[src/rtl/vga_timing_pkg.sv]
// Shared VGA raster types, default 640x480@60 timing and total-length helpers.
package vga_timing_pkg;

  localparam int H_ACTIVE_DEF = 640;
  localparam int H_FP_DEF     = 16;
  localparam int H_SYNC_DEF   = 96;
  localparam int H_BP_DEF     = 48;
  localparam int V_ACTIVE_DEF = 480;
  localparam int V_FP_DEF     = 10;
  localparam int V_SYNC_DEF   = 2;
  localparam int V_BP_DEF     = 33;

  // Largest axis length a coord_t counter can cover.
  localparam int COORD_LIMIT  = 1024;

  typedef logic [9:0] coord_t;

  function automatic int axis_total(input int active, input int fp,
                                    input int sync, input int bp);
    return active + fp + sync + bp;
  endfunction

  function automatic int h_total(input int active, input int fp,
                                 input int sync, input int bp);
    return axis_total(active, fp, sync, bp);
  endfunction

  function automatic int v_total(input int active, input int fp,
                                 input int sync, input int bp);
    return axis_total(active, fp, sync, bp);
  endfunction

endpackage

[src/rtl/vga_axis_counter.sv]
// One raster axis: wrapping position counter with registered active and
// active-low sync flags derived from the next count.
module vga_axis_counter
  import vga_timing_pkg::*;
#(
  parameter int ACTIVE = 640,
  parameter int FP     = 16,
  parameter int SYNC   = 96,
  parameter int BP     = 48
) (
  input  logic   clk_i,
  input  logic   rst_n_i,
  input  logic   step_i,
  output coord_t count_o,
  output logic   wrap_o,
  output logic   active_o,
  output logic   sync_n_o
);

  localparam int TOTAL = axis_total(ACTIVE, FP, SYNC, BP);

  if (TOTAL > COORD_LIMIT) begin : g_total_chk
    $error("vga_axis_counter: axis total exceeds 1024");
  end

  localparam coord_t LAST       = coord_t'(TOTAL - 1);
  localparam coord_t ACT_END    = coord_t'(ACTIVE);
  localparam coord_t SYNC_START = coord_t'(ACTIVE + FP);
  localparam coord_t SYNC_END   = coord_t'(ACTIVE + FP + SYNC);

  coord_t count_q, count_d;
  logic   active_q, active_d;
  logic   sync_n_q, sync_n_d;

  always_comb begin
    wrap_o  = step_i && (count_q == LAST);
    count_d = count_q;
    if (step_i) begin
      count_d = wrap_o ? '0 : count_q + coord_t'(1);
    end
    // Flags follow the next count so they line up with count_q after the edge.
    active_d = (count_d < ACT_END);
    sync_n_d = !((count_d >= SYNC_START) && (count_d < SYNC_END));
  end

  always_ff @(posedge clk_i) begin
    if (!rst_n_i) begin
      count_q  <= '0;
      active_q <= 1'b1;
      sync_n_q <= 1'b1;
    end else begin
      count_q  <= count_d;
      active_q <= active_d;
      sync_n_q <= sync_n_d;
    end
  end

  assign count_o  = count_q;
  assign active_o = active_q;
  assign sync_n_o = sync_n_q;

endmodule

[src/rtl/vga_timing_gen.sv]
// VGA raster timing source: Col/Row, display_on, HSYNC/VSYNC and line/frame
// strobes. Optional frame counter output enabled by VGA_FRAME_CNT_EN.
module vga_timing_gen
  import vga_timing_pkg::*;
#(
  parameter int H_ACTIVE = H_ACTIVE_DEF,
  parameter int H_FP     = H_FP_DEF,
  parameter int H_SYNC   = H_SYNC_DEF,
  parameter int H_BP     = H_BP_DEF,
  parameter int V_ACTIVE = V_ACTIVE_DEF,
  parameter int V_FP     = V_FP_DEF,
  parameter int V_SYNC   = V_SYNC_DEF,
  parameter int V_BP     = V_BP_DEF
) (
  input  logic       CLK,
  input  logic       RST_N,
  input  logic       pix_en,
  output logic [9:0] Col,
  output logic [9:0] Row,
  output logic       display_on,
  output logic       HSYNC,
  output logic       VSYNC,
  output logic       line_tick,
`ifdef VGA_FRAME_CNT_EN
  output logic       frame_tick,
  output logic [7:0] frame_cnt
`else
  output logic       frame_tick
`endif
);

  localparam coord_t LAST_ACTIVE_ROW = coord_t'(V_ACTIVE - 1);

  coord_t h_count, v_count;
  logic   h_wrap, v_wrap;
  logic   h_active, v_active;
  logic   h_sync_n, v_sync_n;

  vga_axis_counter #(
    .ACTIVE (H_ACTIVE),
    .FP     (H_FP),
    .SYNC   (H_SYNC),
    .BP     (H_BP)
  ) u_h_axis (
    .clk_i    (CLK),
    .rst_n_i  (RST_N),
    .step_i   (pix_en),
    .count_o  (h_count),
    .wrap_o   (h_wrap),
    .active_o (h_active),
    .sync_n_o (h_sync_n)
  );

  vga_axis_counter #(
    .ACTIVE (V_ACTIVE),
    .FP     (V_FP),
    .SYNC   (V_SYNC),
    .BP     (V_BP)
  ) u_v_axis (
    .clk_i    (CLK),
    .rst_n_i  (RST_N),
    .step_i   (h_wrap),
    .count_o  (v_count),
    .wrap_o   (v_wrap),
    .active_o (v_active),
    .sync_n_o (v_sync_n)
  );

  logic line_tick_q, line_tick_d;
  logic frame_tick_q, frame_tick_d;

  // The full-frame wrap back to row 0 is never a frame strobe, even when
  // the vertical blanking length is zero.
  always_comb begin
    line_tick_d  = h_wrap;
    frame_tick_d = h_wrap && (v_count == LAST_ACTIVE_ROW) && !v_wrap;
  end

  always_ff @(posedge CLK) begin
    if (!RST_N) begin
      line_tick_q  <= 1'b0;
      frame_tick_q <= 1'b0;
    end else begin
      line_tick_q  <= line_tick_d;
      frame_tick_q <= frame_tick_d;
    end
  end

`ifdef VGA_FRAME_CNT_EN
  logic [7:0] frame_cnt_q, frame_cnt_d;

  always_comb begin
    frame_cnt_d = frame_cnt_q;
    if (frame_tick_d) begin
      frame_cnt_d = frame_cnt_q + 8'd1;
    end
  end

  always_ff @(posedge CLK) begin
    if (!RST_N) begin
      frame_cnt_q <= 8'd0;
    end else begin
      frame_cnt_q <= frame_cnt_d;
    end
  end

  assign frame_cnt = frame_cnt_q;
`endif

  assign Col        = h_count;
  assign Row        = v_count;
  assign display_on = h_active && v_active;
  assign HSYNC      = h_sync_n;
  assign VSYNC      = v_sync_n;
  assign line_tick  = line_tick_q;
  assign frame_tick = frame_tick_q;

endmodule

[config.mk]
export PLATFORM = sky130hd
export DESIGN_NAME = vga_timing_gen
export DESIGN_NICKNAME = d
export VERILOG_FILES = /design/src/rtl/vga_timing_pkg.sv /design/src/rtl/vga_axis_counter.sv /design/src/rtl/vga_timing_gen.sv
export SDC_FILE = /design/constraint.sdc
export NUM_CORES = 1
export LEC_CHECK = 0
export CELL_PAD_IN_SITES_DETAIL_PLACEMENT = 0
export CELL_PAD_IN_SITES_GLOBAL_PLACEMENT = 2
export CORE_MARGIN = 2
export CORE_UTILIZATION = 30
export DETAILED_ROUTE_END_ITERATION = 10
export PLACE_DENSITY_LB_ADDON = 0.1
export SYNTH_ARGS = -nofsm -noshare
export SYNTH_HDL_FRONTEND = slang
export SYNTH_HIERARCHICAL = 1
export SYNTH_SLANG_ARGS = --single-unit
[constraint.sdc]
create_clock -name CLK -period 2.3 [get_ports CLK]
set_input_delay 0.23 -clock CLK [delete_from_list [all_inputs] [get_ports CLK]]
set_output_delay 0.23 -clock CLK [all_outputs]
set_load 0.005 [all_outputs]
**Word level (Yosys, flattened, before mapping)**

Cells that the tools add are included.
W data, S select, Z words.

- Output and inout port bits: 25
- Flip-flop bits (word level): 26
- Input port bits: 3

- Multiplexer cells: 4
- Reduce and logical (&&, ||, !) cells: 10
- Add/sub/neg operators: 2
- Magnitude comparators: 6
- Eq/ne operators: 3

Operators by type and width:

| kind | number |
|---|---|
| $mux W10 | 4 |
| $add A10 B1 Y10 const B | 2 |
| $eq A10 B10 Y1 const B | 2 |
| $lt A10 B10 Y1 const B | 2 |
| $lt A10 B9 Y1 const B | 2 |
| $eq A10 B9 Y1 const B | 1 |
| $ge A10 B10 Y1 const B | 1 |
| $ge A10 B9 Y1 const B | 1 |
| $logic_and A1 B1 Y1 | 7 |
| $logic_not A1 Y1 | 3 |

**Depth between registers and ports, before layout**

Gate-level depths: netlist of the first run.

- Depth in word-level cells: 8
- Mapped depth: 9
- Depth with buffers taken out: 8

**Cells and area by module**

Netlist of the first run, hierarchy kept.

Modules (own cells, without submodules):

| module | cells an instance | area an instance (um2) | instances |
|---|---|---|---|
| vga_axis_counter (u_v_axis) | 80 | 713.2 | 1 |
| vga_axis_counter (u_h_axis) | 69 | 571.8 | 1 |
| vga_timing_gen | 9 | 91.3 | 1 |

**Least setup slack after synthesis of the first run**

OpenSTA, ideal clock, no wires.

- Path type: register to register
- From: register u_h_axis.count_q[4] (netlist: u_h_axis/count_o[4])
- To: register u_v_axis.sync_n_q (netlist: u_v_axis/sync_n_o)
- Cell stages (with the launch flop): 8
- Library setup time: 0.139 ns
- Arrival: 1.993 ns
- Slack: 0.168 ns
- Clock period less this slack: 2.132 ns
- Required time: 2.161 ns
- Path through: dfxtp_1 -> nor4bb_1 -> nand4_1 -> inv_1 -> nand4_1 -> nor4_1 -> xnor2_1 -> nand4_1

- Longest elaborated chain between the ends: 8

Ends and longest elaborated chain:

| element | RTL line | source |
|---|---|---|
| start, declared | vga_axis_counter.sv:31 | `coord_t count_q, count_d;` |
| start signal, assigned | vga_axis_counter.sv:52 | `count_q <= count_d;` |
| $eq A10 B10 Y1 * | vga_axis_counter.sv:36 | `wrap_o = step_i && (count_q == LAST);` |
| $logic_and A1 B1 Y1 * | vga_axis_counter.sv:36 |  |
| named net h_wrap | vga_timing_gen.sv:35 | `logic h_wrap, v_wrap;` |
| $logic_and A1 B1 Y1 | vga_axis_counter.sv:36 |  |
| $mux W10 | vga_axis_counter.sv:39 | `count_d = wrap_o ? '0 : count_q + coord_t'(1);` |
| $mux W10 * | vga_axis_counter.sv:38 | `if (step_i) begin` |
| $ge A10 B9 Y1 or $lt A10 B9 Y1 (tied branches) | vga_axis_counter.sv:43 | `sync_n_d = !((count_d >= SYNC_START) && (count_d < SYNC_END));` |
| $logic_and A1 B1 Y1 * | vga_axis_counter.sv:43 |  |
| $logic_not A1 Y1 * | vga_axis_counter.sv:43 |  |
| end signal, assigned | vga_axis_counter.sv:54 | `sync_n_q <= sync_n_d;` |
| end, declared | vga_axis_counter.sv:33 | `logic sync_n_q, sync_n_d;` |

Mark *: on every way through the listed nets, which the timed path passes. The rest lies on a longest branch.
A chain may end at the register's enable or synchronous reset.

**Worst setup path in the final report of the first run**

- From: register u_h_axis.count_q[0] (netlist: u_h_axis/count_o[0])
- To: register u_v_axis.sync_n_q (netlist: u_v_axis/sync_n_o)

Same word-level chain as after synthesis.

==> results of run 1 <==
==> worst max path at each step <==
stage | slack, ns | to | from
after floorplan | 0.17 | u_v_axis/sync_n_o | u_h_axis/count_o[4]
after global placement | 0.11 | u_v_axis/active_o | pix_en
after detailed placement | 0.03 | u_v_axis/sync_n_o | pix_en
after CTS | 0.09 | u_v_axis/active_o | u_h_axis/count_o[0]
after global routing | 0.004 | u_v_axis/sync_n_o | u_h_axis/count_o[0]
final | 0.21 | u_v_axis/sync_n_o | u_h_axis/count_o[0]
==> repair_timing <==
| item | CTS | global route |
|---|---|---|
| buffers inserted | 0 | 1 |
| setup endpoints to repair | 0 | 9 |
| hold buffers | 0 | 0 |
| resized for setup | 0 | 3 |
==> where the power goes <==
part | switching, W | total (W) | internal (W)
Clock | 0.000158 | 0.000311 | 0.000154
Sequential | 0.00000340 | 0.000456 | 0.000452
Combinational | 0.0000134 | 0.0000281 | 0.0000147
==> cell usage after synthesis, types with 2 or more instances <==
library cell and number:
nand2_1 14, a21oi_1 5, nor2_1 21, nand3_1 3
a21boi_0 3, inv_1 5, nand4_1 9, nand3b_1 3
xor2_1 7, clkbuf_1 3, dfxtp_1 26, and2_1 2
o21a_1 3, nand2b_1 3, xnor2_1 6, o21ai_0 3
nand4b_1 3, nor4_1 2, ha_1 3, nor3_1 5
buf_2 2
==> per-layer routing <==
layer / share of wire / vias to the layer above
li1: - / 646
met1: 0.54 / 602
met2: 0.42 / 21
met3: 0.033 / 5
met4: 0.014 / 0
met5: 0 / -
==> flip-flops by register name, summed over array words and instances (netlist names) <==
signal	flops
u_v_axis/count_o	10
line_tick	1
u_h_axis/count_o	10
u_v_axis/sync_n_o	1
u_v_axis/active_o	1
frame_tick	1
u_h_axis/active_o	1
u_h_axis/sync_n_o	1
==> per-stage QoR <==
stage / cells / hold WS, ns
after global placement: 244 / 0.502
final: 249 / 0.525
after detailed placement: 244 / 0.516
after CTS: 248 / 0.533
after floorplan: 158 / 0.348
after global routing: 249 / 0.577
==> area by class of cell <==
type	count	area, um2	share of cell area
Inverter	5	18.8	0.0101
Multi-Input combinational cell	120	816	0.439
Timing Repair Buffer	42	383	0.206
Clock buffer	4	55.1	0.0296
Sequential cell	26	520	0.280
Tap cell	52	65.1	0.0350
==> critical path, stage by stage (launching register included) <==
cell	delay, ns
dfxtp_1	0.42
ha_1	0.21
and3_1	0.20
nand4_1	0.13
inv_1	0.10
nand4_1	0.09
buf_4	0.19
nor4_2	0.30
xnor2_1	0.22
nand4_1	0.11
==> kinds of logic after synthesis <==
kind of cell | after synthesis | share of synthesized area
AOI/OAI and AO/OA | 24 | 0.125
xor gates and xnor gates | 13 | 0.0827
adders and majority gates | 3 | 0.0273
buffers and inverters | 12 | 0.0409
DFF | 26 | 0.378
muxes | 1 | 0.00727
and+or+nand+nor | 79 | 0.338
==> flow_metrics.py, run 1 <==
metrics = {
    "status": {
        "outcome": "complete, no violations",
    },
    "cts": {
        "clk_path_buf_depth": 2,
        "clk_pin_slew_ns": 0.09,
        "cts_tree": "done",
        "numCtsBuffers": 3,
        "ctsRootBufferMaster": "clkbuf_8",
        "cts.sinks": 26,
        "cts-htree-levels": 1,
        "clk_latency_ns": 0.28,
    },
    "min_path": {
        "min_to": "u_h_axis/count_o[1]",
        "worstHoldStart": "u_h_axis/count_o[1]",
        "hold_class": "flip-flop to flip-flop",
        "worstHoldPathCells": 2,
    },
    "detailed_routing": {
        "routed_via_density": 5.12,
        "via_count": 1274,
        "routed_wl_um": 3610,
        "final_antenna_net_count": 0,
        "drt_iter0_drc": 88,
        "drcViolationCount": 0,
        "drt_first_pass_iters": 4,
        "wire_per_inst_um": 14.5,
    },
    "logic_synthesis": {
        "synth-seq-cells": 26,
        "avgSynthCellArea_um2": 8.71,
        "synth_edf_count": 0,
        "synth_area_leaders": "dfxtp_1 38%, nor2_1 5.7%, xor2_1 4.5%, nand4_1 4.1%, nand2_1 3.8%",
        "synth_ff_type": "dfxtp_1",
        "synth_area_um2": 1380,
        "yosysSeqAreaShare": 0.378,
        "syn-num-nets": 164,
        "yosysWarnings": 6,
        "ys_types": 48,
        "syn_inst": 158,
        "async_flop_share": 0,
        "netlist.area_leader.share": 0.378,
        "yosysTopAreaCell": "dfxtp_1",
    },
    "global_route": {
        "grt_busiest_layer": "met2",
        "overflow": 0,
        "gr-usage-met3": 0.0253,
        "use_met2": 0.214,
        "antenna_found_initial": 0,
        "grt_max_degree": 15,
        "met1_usage": 0.204,
        "grt_usage": 0.142,
        "grt_pass1_wl_um": 5710,
        "grt_pass1_vias": 1153,
    },
    "place": {
        "dpl_worst_slack_ns": 0.0261,
        "port_buffers": 27,
        "placed_cell_area_um2": 1780,
        "gp_congestion": 0.745,
        "dp_hpwl_um": 2600,
    },
    "worst_setup_path": {
        "crit_path_start_kind": "flip-flop",
        "cp_max_fo": 6,
        "r2r-end": "u_v_axis/sync_n_o",
        "end_kind": "flip-flop",
        "rrSetupSlack_ns": 0.21,
        "cp.arrival_ns": 2.25,
        "reg2reg_depth": 9,
        "critical_path_class": "flip-flop to flip-flop",
        "r2r-start": "u_h_axis/count_o[0]",
        "cp.required_ns": 2.45,
    },
    "final_layout": {
        "drive_gt1_frac": 0.152,
        "final_core_util": 0.424,
        "nFillCells": 445,
        "syn_to_final_growth_pct": 35.0,
        "final_cell_mix": "27 x clkdlybuf4s50_1, 26 x dfxtp_1, 21 x nor2_1",
        "num_antenna_cells": 0,
        "final_common_cell": "clkdlybuf4s50_1",
        "nets": 204,
        "stdcell_area_um2": 1860,
    },
    "floorplan": {
        "core_area_um2": 4380,
        "fp.dieW_um": 71.7,
        "ios": 28,
        "rows": 24,
        "die_height_um": 71.7,
        "start_util": 0.314,
        "dieArea_um2": 5150,
    },
    "sta": {
        "worstMarginPinSlew_ns": 0.419,
        "report.final.slew_viol_count": 0,
        "post-route-period-util": 0.910,
        "rsz0062_at_grt": "no",
        "maxSlewHeadroom": 0.720,
        "fmax_mhz": 478,
        "setup_viol": 0,
        "finalHoldViolations": 0,
        "finalCriticalPeriod_ns": 2.09,
        "clock_skew_ns": 0.00292,
        "setup_ws_ns": 0.207,
        "fin_tns_setup_ns": 0,
    },
    "pwr": {
        "power.density_nw_per_um2": 428,
        "power_w": 0.000795,
        "p_leak_nw": 0.678,
        "peakVddDrop_mv": 0.166,
    },
    "flow_run": {
        "cap_violations": 0,
    },
}
(Power assumes the default switching activity.)
==> run 2: changes to the inputs <==
Settings changed: PLACE_DENSITY from default to 0.79, PLACE_DENSITY_LB_ADDON 0.1 to default, TNS_END_PERCENT from default to 100.
==> run 2 against run 1 <==
Worst setup slack worse by 0.073 ns. Largest power group unchanged. Sequential share of layout area rose by 0.70 points. Sequential power hardly changed. Die area stayed put.
==> flow_metrics.py, run 2 (synthesis gave the netlist of run 1 again) <==
metrics = {
    "cts": {
        "numCtsBuffers": 3,
        "cts.sinks": 26,
        "post_cts_buffers": 0,
        "clk_path_buf_depth": 2,
        "cts_tree": "done",
        "ctsRootBufferMaster": "clkbuf_8",
        "clk_pin_slew_ns": 0.09,
        "clk_latency_ns": 0.27,
        "cts_hold_buf": 0,
        "cts-htree-levels": 1,
    },
    "detailed_routing": {
        "routed_wl_um": 3260,
        "routed_via_density": 5.15,
        "drt_first_pass_iters": 4,
        "drcViolationCount": 0,
        "drt_iter0_drc": 40,
        "via_count": 1251,
        "wire_per_inst_um": 13.4,
        "final_antenna_net_count": 0,
    },
    "final_layout": {
        "final_cell_mix": "27 x clkdlybuf4s50_1, 26 x dfxtp_1, 21 x nor2_1",
        "stdcell_area_um2": 1810,
        "num_antenna_cells": 0,
        "nets": 198,
        "drive_gt1_frac": 0.126,
        "syn_to_final_growth_pct": 31.7,
        "layout.cells.non_filler": 243,
        "final_common_cell": "clkdlybuf4s50_1",
    },
    "global_route": {
        "antenna_found_initial": 0,
        "overflow": 0,
        "use_met2": 0.214,
        "gr-usage-met3": 0.0253,
        "grt_pass1_wl_um": 5370,
        "grt_pass1_vias": 1152,
        "met1_usage": 0.172,
        "grt_busiest_layer": "met2",
        "grt_usage": 0.131,
        "grt_max_degree": 15,
    },
    "place": {
        "gp_congestion": 0.772,
        "placed_cell_area_um2": 1740,
        "dp_hpwl_um": 2390,
        "place_inst": 239,
        "port_buffers": 27,
        "dpl_worst_slack_ns": -0.0182,
    },
    "worst_setup_path": {
        "cp_max_fo": 5,
        "critPathMostFrequentCell": "nand4_1",
        "crit_path_start_kind": "flip-flop",
        "end_kind": "flip-flop",
        "critPathLaunch": "u_h_axis/count_o[1]",
        "r2r-start": "u_h_axis/count_o[1]",
        "reg2reg_depth": 8,
        "crit_path_max_incr_delay_ns": 0.45,
        "path_cells": "ha_1, and3_1, nand4_1, inv_1, nand4_1, nor4_1, o211a_1, nand4_1",
        "cp.arrival_ns": 2.30,
        "slowest_stage": "nor4_1",
        "critical_path_class": "flip-flop to flip-flop",
        "cp.required_ns": 2.43,
        "rrSetupSlack_ns": 0.13,
    },
    "pwr": {
        "p_leak_nw": 0.647,
        "peakVddDrop_mv": 0.206,
        "power.density_nw_per_um2": 431,
    },
    "floorplan": {
        "fp.dieW_um": 71.7,
        "core_area_um2": 4380,
        "rows": 24,
        "die_height_um": 71.7,
        "dieArea_um2": 5150,
        "ios": 28,
        "start_util": 0.314,
    },
    "min_path": {
        "hold_class": "flip-flop to flip-flop",
        "worstHoldPathCells": 2,
        "worstHoldStart": "u_h_axis/count_o[1]",
    },
    "sta": {
        "finalCriticalPeriod_ns": 2.17,
        "clock_skew_ns": 0.00557,
        "post-route-period-util": 0.942,
        "rsz0062_at_grt": "no",
        "worstMarginPinSlew_ns": 0.397,
        "fmax_mhz": 462,
        "maxSlewHeadroom": 0.735,
        "report.final.slew_viol_count": 0,
        "finalHoldViolations": 0,
        "setup_ws_ns": 0.134,
        "setup_viol": 0,
    },
    "status": {
        "outcome": "complete, no violations",
    },
    "flow_run": {
        "cap_violations": 0,
    },
}
==> run 2: final timing paths <==
kind	end
setup reg to reg	u_v_axis/sync_n_o
hold / removal	u_h_axis/count_o[1]
hold reg to reg	u_h_axis/count_o[1]
setup / recovery	u_v_axis/sync_n_o
==> run 2: metrics by stage <==
| stage | total power (W) | utilization | setup TNS, ns | hold slack [ns] |
|---|---|---|---|---|
| 6_report | 0.000782 | 0.414 | 0 | 0.528 |
| 5_1_grt | 0.000823 | 0.414 | 0 | 0.554 |
| 2_1_floorplan | 0.000479 | - | 0 | 0.348 |
| 3_3_place_gp | 0.000496 | 0.397 | 0 | 0.509 |
| 3_5_place_dp | 0.000496 | 0.397 | -0.0182 | 0.514 |
| 4_1_cts | 0.000795 | 0.410 | 0 | 0.533 |
==> run 2: layout make-up <==
cell class | instances | area [um2]
inverter | 5 | 18.8
tap | 52 | 65.1
fill | 451 | 2570
clock buffer | 4 | 55.1
sequential | 26 | 520
timing repair buffer | 36 | 338
multi-input combinational | 120 | 816
==> run 2: worst max-delay path, delay by kind of cell, from the launching register on <==
kind	cells	cell delay [ns]
simple gates	5	1.09
flops	1	0.40
compound gates	1	0.23
fa+ha+maj	1	0.21
buf+inv	1	0.10
==> run 2: what timing repair did <==
item	in CTS	in global routing
setup endpoints to repair	0	10
endpoints found under the hold margin	0	0
resized for setup	0	3
==> run 2: where the power goes <==
group / switching, W / total (W) / internal, W / leakage [nW]
combinational: 0.0000143 / 0.0000305 / 0.0000162 / 0.409
sequential: 0.00000240 / 0.000455 / 0.000452 / 0.210
clock: 0.000144 / 0.000297 / 0.000153 / 0.0288
==> run 2: metal layers <==
metal  vias up  share of wire
met4         0         0.0077
met2        34           0.48
met3         2          0.046
met1       589           0.47
met5         -              0
li1        626              -
==> run 3: changes to the inputs <==
Settings changed: GPL_TIMING_DRIVEN from default to 0, SKIP_CTS_REPAIR_TIMING from default to 1.
Clock period 2.3 ns to 2.23 ns, I/O delays scaled along.
==> run 3 against run 2 <==
Worst setup slack worse by 0.038 ns. Die area is the same. Non-clock buffer count unchanged. Hold slack got worse by 0.017 ns. First-iteration DRC count is 53% higher. Clock power is 4% higher. Critical path type is now input port to flip-flop.
==> flow_metrics.py, run 3 (synthesis gave the netlist of run 1 again) <==
metrics = {
    "status": {
        "outcome": "complete, no violations",
    },
    "sta": {
        "clock_skew_ns": 0.00365,
        "fin_tns_setup_ns": 0,
        "setup_viol": 0,
        "hold_slack_ns": 0.511,
        "post-route-period-util": 0.957,
        "fmax_mhz": 469,
        "worstMarginPinSlew_ns": 0.393,
        "finalHoldViolations": 0,
        "maxSlewHeadroom": 0.737,
        "finalCriticalPeriod_ns": 2.13,
        "report.final.slew_viol_count": 0,
    },
    "final_layout": {
        "num_antenna_cells": 0,
        "final_cell_mix": "27 x clkdlybuf4s50_1, 23 x dfxtp_1, 21 x nor2_1",
        "stdcell_area_um2": 1830,
        "final_common_cell": "clkdlybuf4s50_1",
        "nets": 198,
        "syn_to_final_growth_pct": 33.0,
        "drive_gt1_frac": 0.141,
    },
    "global_route": {
        "grt_max_degree": 15,
        "grt_pass1_vias": 1218,
        "grt_usage": 0.137,
        "antenna_found_initial": 0,
        "grt_pass1_wl_um": 5600,
        "overflow": 0,
    },
    "flow_run": {
        "cap_violations": 0,
    },
    "worst_setup_path": {
        "critical_path_class": "input port to flip-flop",
        "crit_path_start_kind": "input port",
        "cp.required_ns": 2.44,
        "cp_max_fo": 9,
        "cp.arrival_ns": 2.35,
        "end_kind": "flip-flop",
        "reg2reg_depth": 9,
    },
    "detailed_routing": {
        "routed_via_density": 5.10,
        "wire_per_inst_um": 13.9,
        "routed_wl_um": 3380,
        "drt_iter0_drc": 61,
        "drt_first_pass_iters": 4,
        "via_count": 1239,
        "final_antenna_net_count": 0,
        "drcViolationCount": 0,
    },
    "cts": {
        "cts-htree-levels": 1,
        "clk_path_buf_depth": 2,
        "clk_latency_ns": 0.27,
        "cts.sinks": 26,
        "ctsRootBufferMaster": "clkbuf_8",
        "numCtsBuffers": 3,
        "clk_pin_slew_ns": 0.09,
        "cts_tree": "done",
    },
    "floorplan": {
        "die_height_um": 71.7,
        "fp.dieW_um": 71.7,
        "rows": 24,
        "start_util": 0.314,
        "core_area_um2": 4380,
        "ios": 28,
        "dieArea_um2": 5150,
    },
    "place": {
        "gp_congestion": 0.753,
        "port_buffers": 27,
        "dp_hpwl_um": 2430,
        "placed_cell_area_um2": 1710,
    },
    "pwr": {
        "power.density_nw_per_um2": 441,
        "p_leak_nw": 0.655,
        "peakVddDrop_mv": 0.238,
    },
    "min_path": {
        "hold_class": "flip-flop to flip-flop",
        "worstHoldPathCells": 2,
    },
}
==> run 3: changes by cell type in the layout (fill, tap and decap cells not counted), sizes merged <==
cell	delta
buf	-4
clkbuf	+4
==> run 3: worst max-delay path, stage by stage <==
cell and delay [ns]:
clkdlybuf4s50_1 0.61, and3_1 0.26, nand4_1 0.17, inv_2 0.14, nand4_1 0.08, buf_4 0.19, o31a_1 0.31, o211a_1 0.25
a2bb2oi_2 0.11
==> run 3: worst paths after layout <==
check,from,slack (ns),endpoint
max,pix_en,0.1,u_v_axis/active_o
min,u_h_axis/count_o[1],0.51,u_h_axis/count_o[1]
max reg2reg,u_h_axis/count_o[0],0.13,u_v_axis/active_o
min reg2reg,u_h_axis/count_o[1],0.51,u_h_axis/count_o[1]
==> run 3: layout make-up <==
type | count | area, um2
fillers | 437 | 2550
multi-input cells | 120 | 843
flip-flops and latches | 26 | 524
repair buffers | 29 | 285
well taps | 52 | 65.1
clock buffers | 4 | 55.1
plain buffers | 7 | 38.8
inverters | 5 | 18.8
==> run 3: report_power, final <==
group          switching (W)  internal, W  leakage, nW
Combinational      0.0000144    0.0000149        0.415
Sequential        0.00000378     0.000467        0.211
Clock               0.000150     0.000158       0.0288
Total               0.000168     0.000640        0.655
==> run 3: metrics by stage <==
stage / power (W) / setup slack [ns] / utilization / std cells
floorplan: 0.000494 / 0.0980 / - / 158
global placement: 0.000510 / -0.575 / 0.390 / 237
detailed placement: 0.000511 / -0.644 / 0.390 / 237
CTS: 0.000822 / -0.411 / 0.403 / 241
global route: 0.000848 / -0.00663 / 0.418 / 243
finish: 0.000808 / 0.0959 / 0.418 / 243
==> run 3: metal layers <==
layer,up-vias,track usage,part of all wire
met5,-,0,0
met4,0,0.0608,0.024
met3,7,0.0239,0.054
met2,42,0.226,0.47
met1,560,0.173,0.45
li1,630,-,-
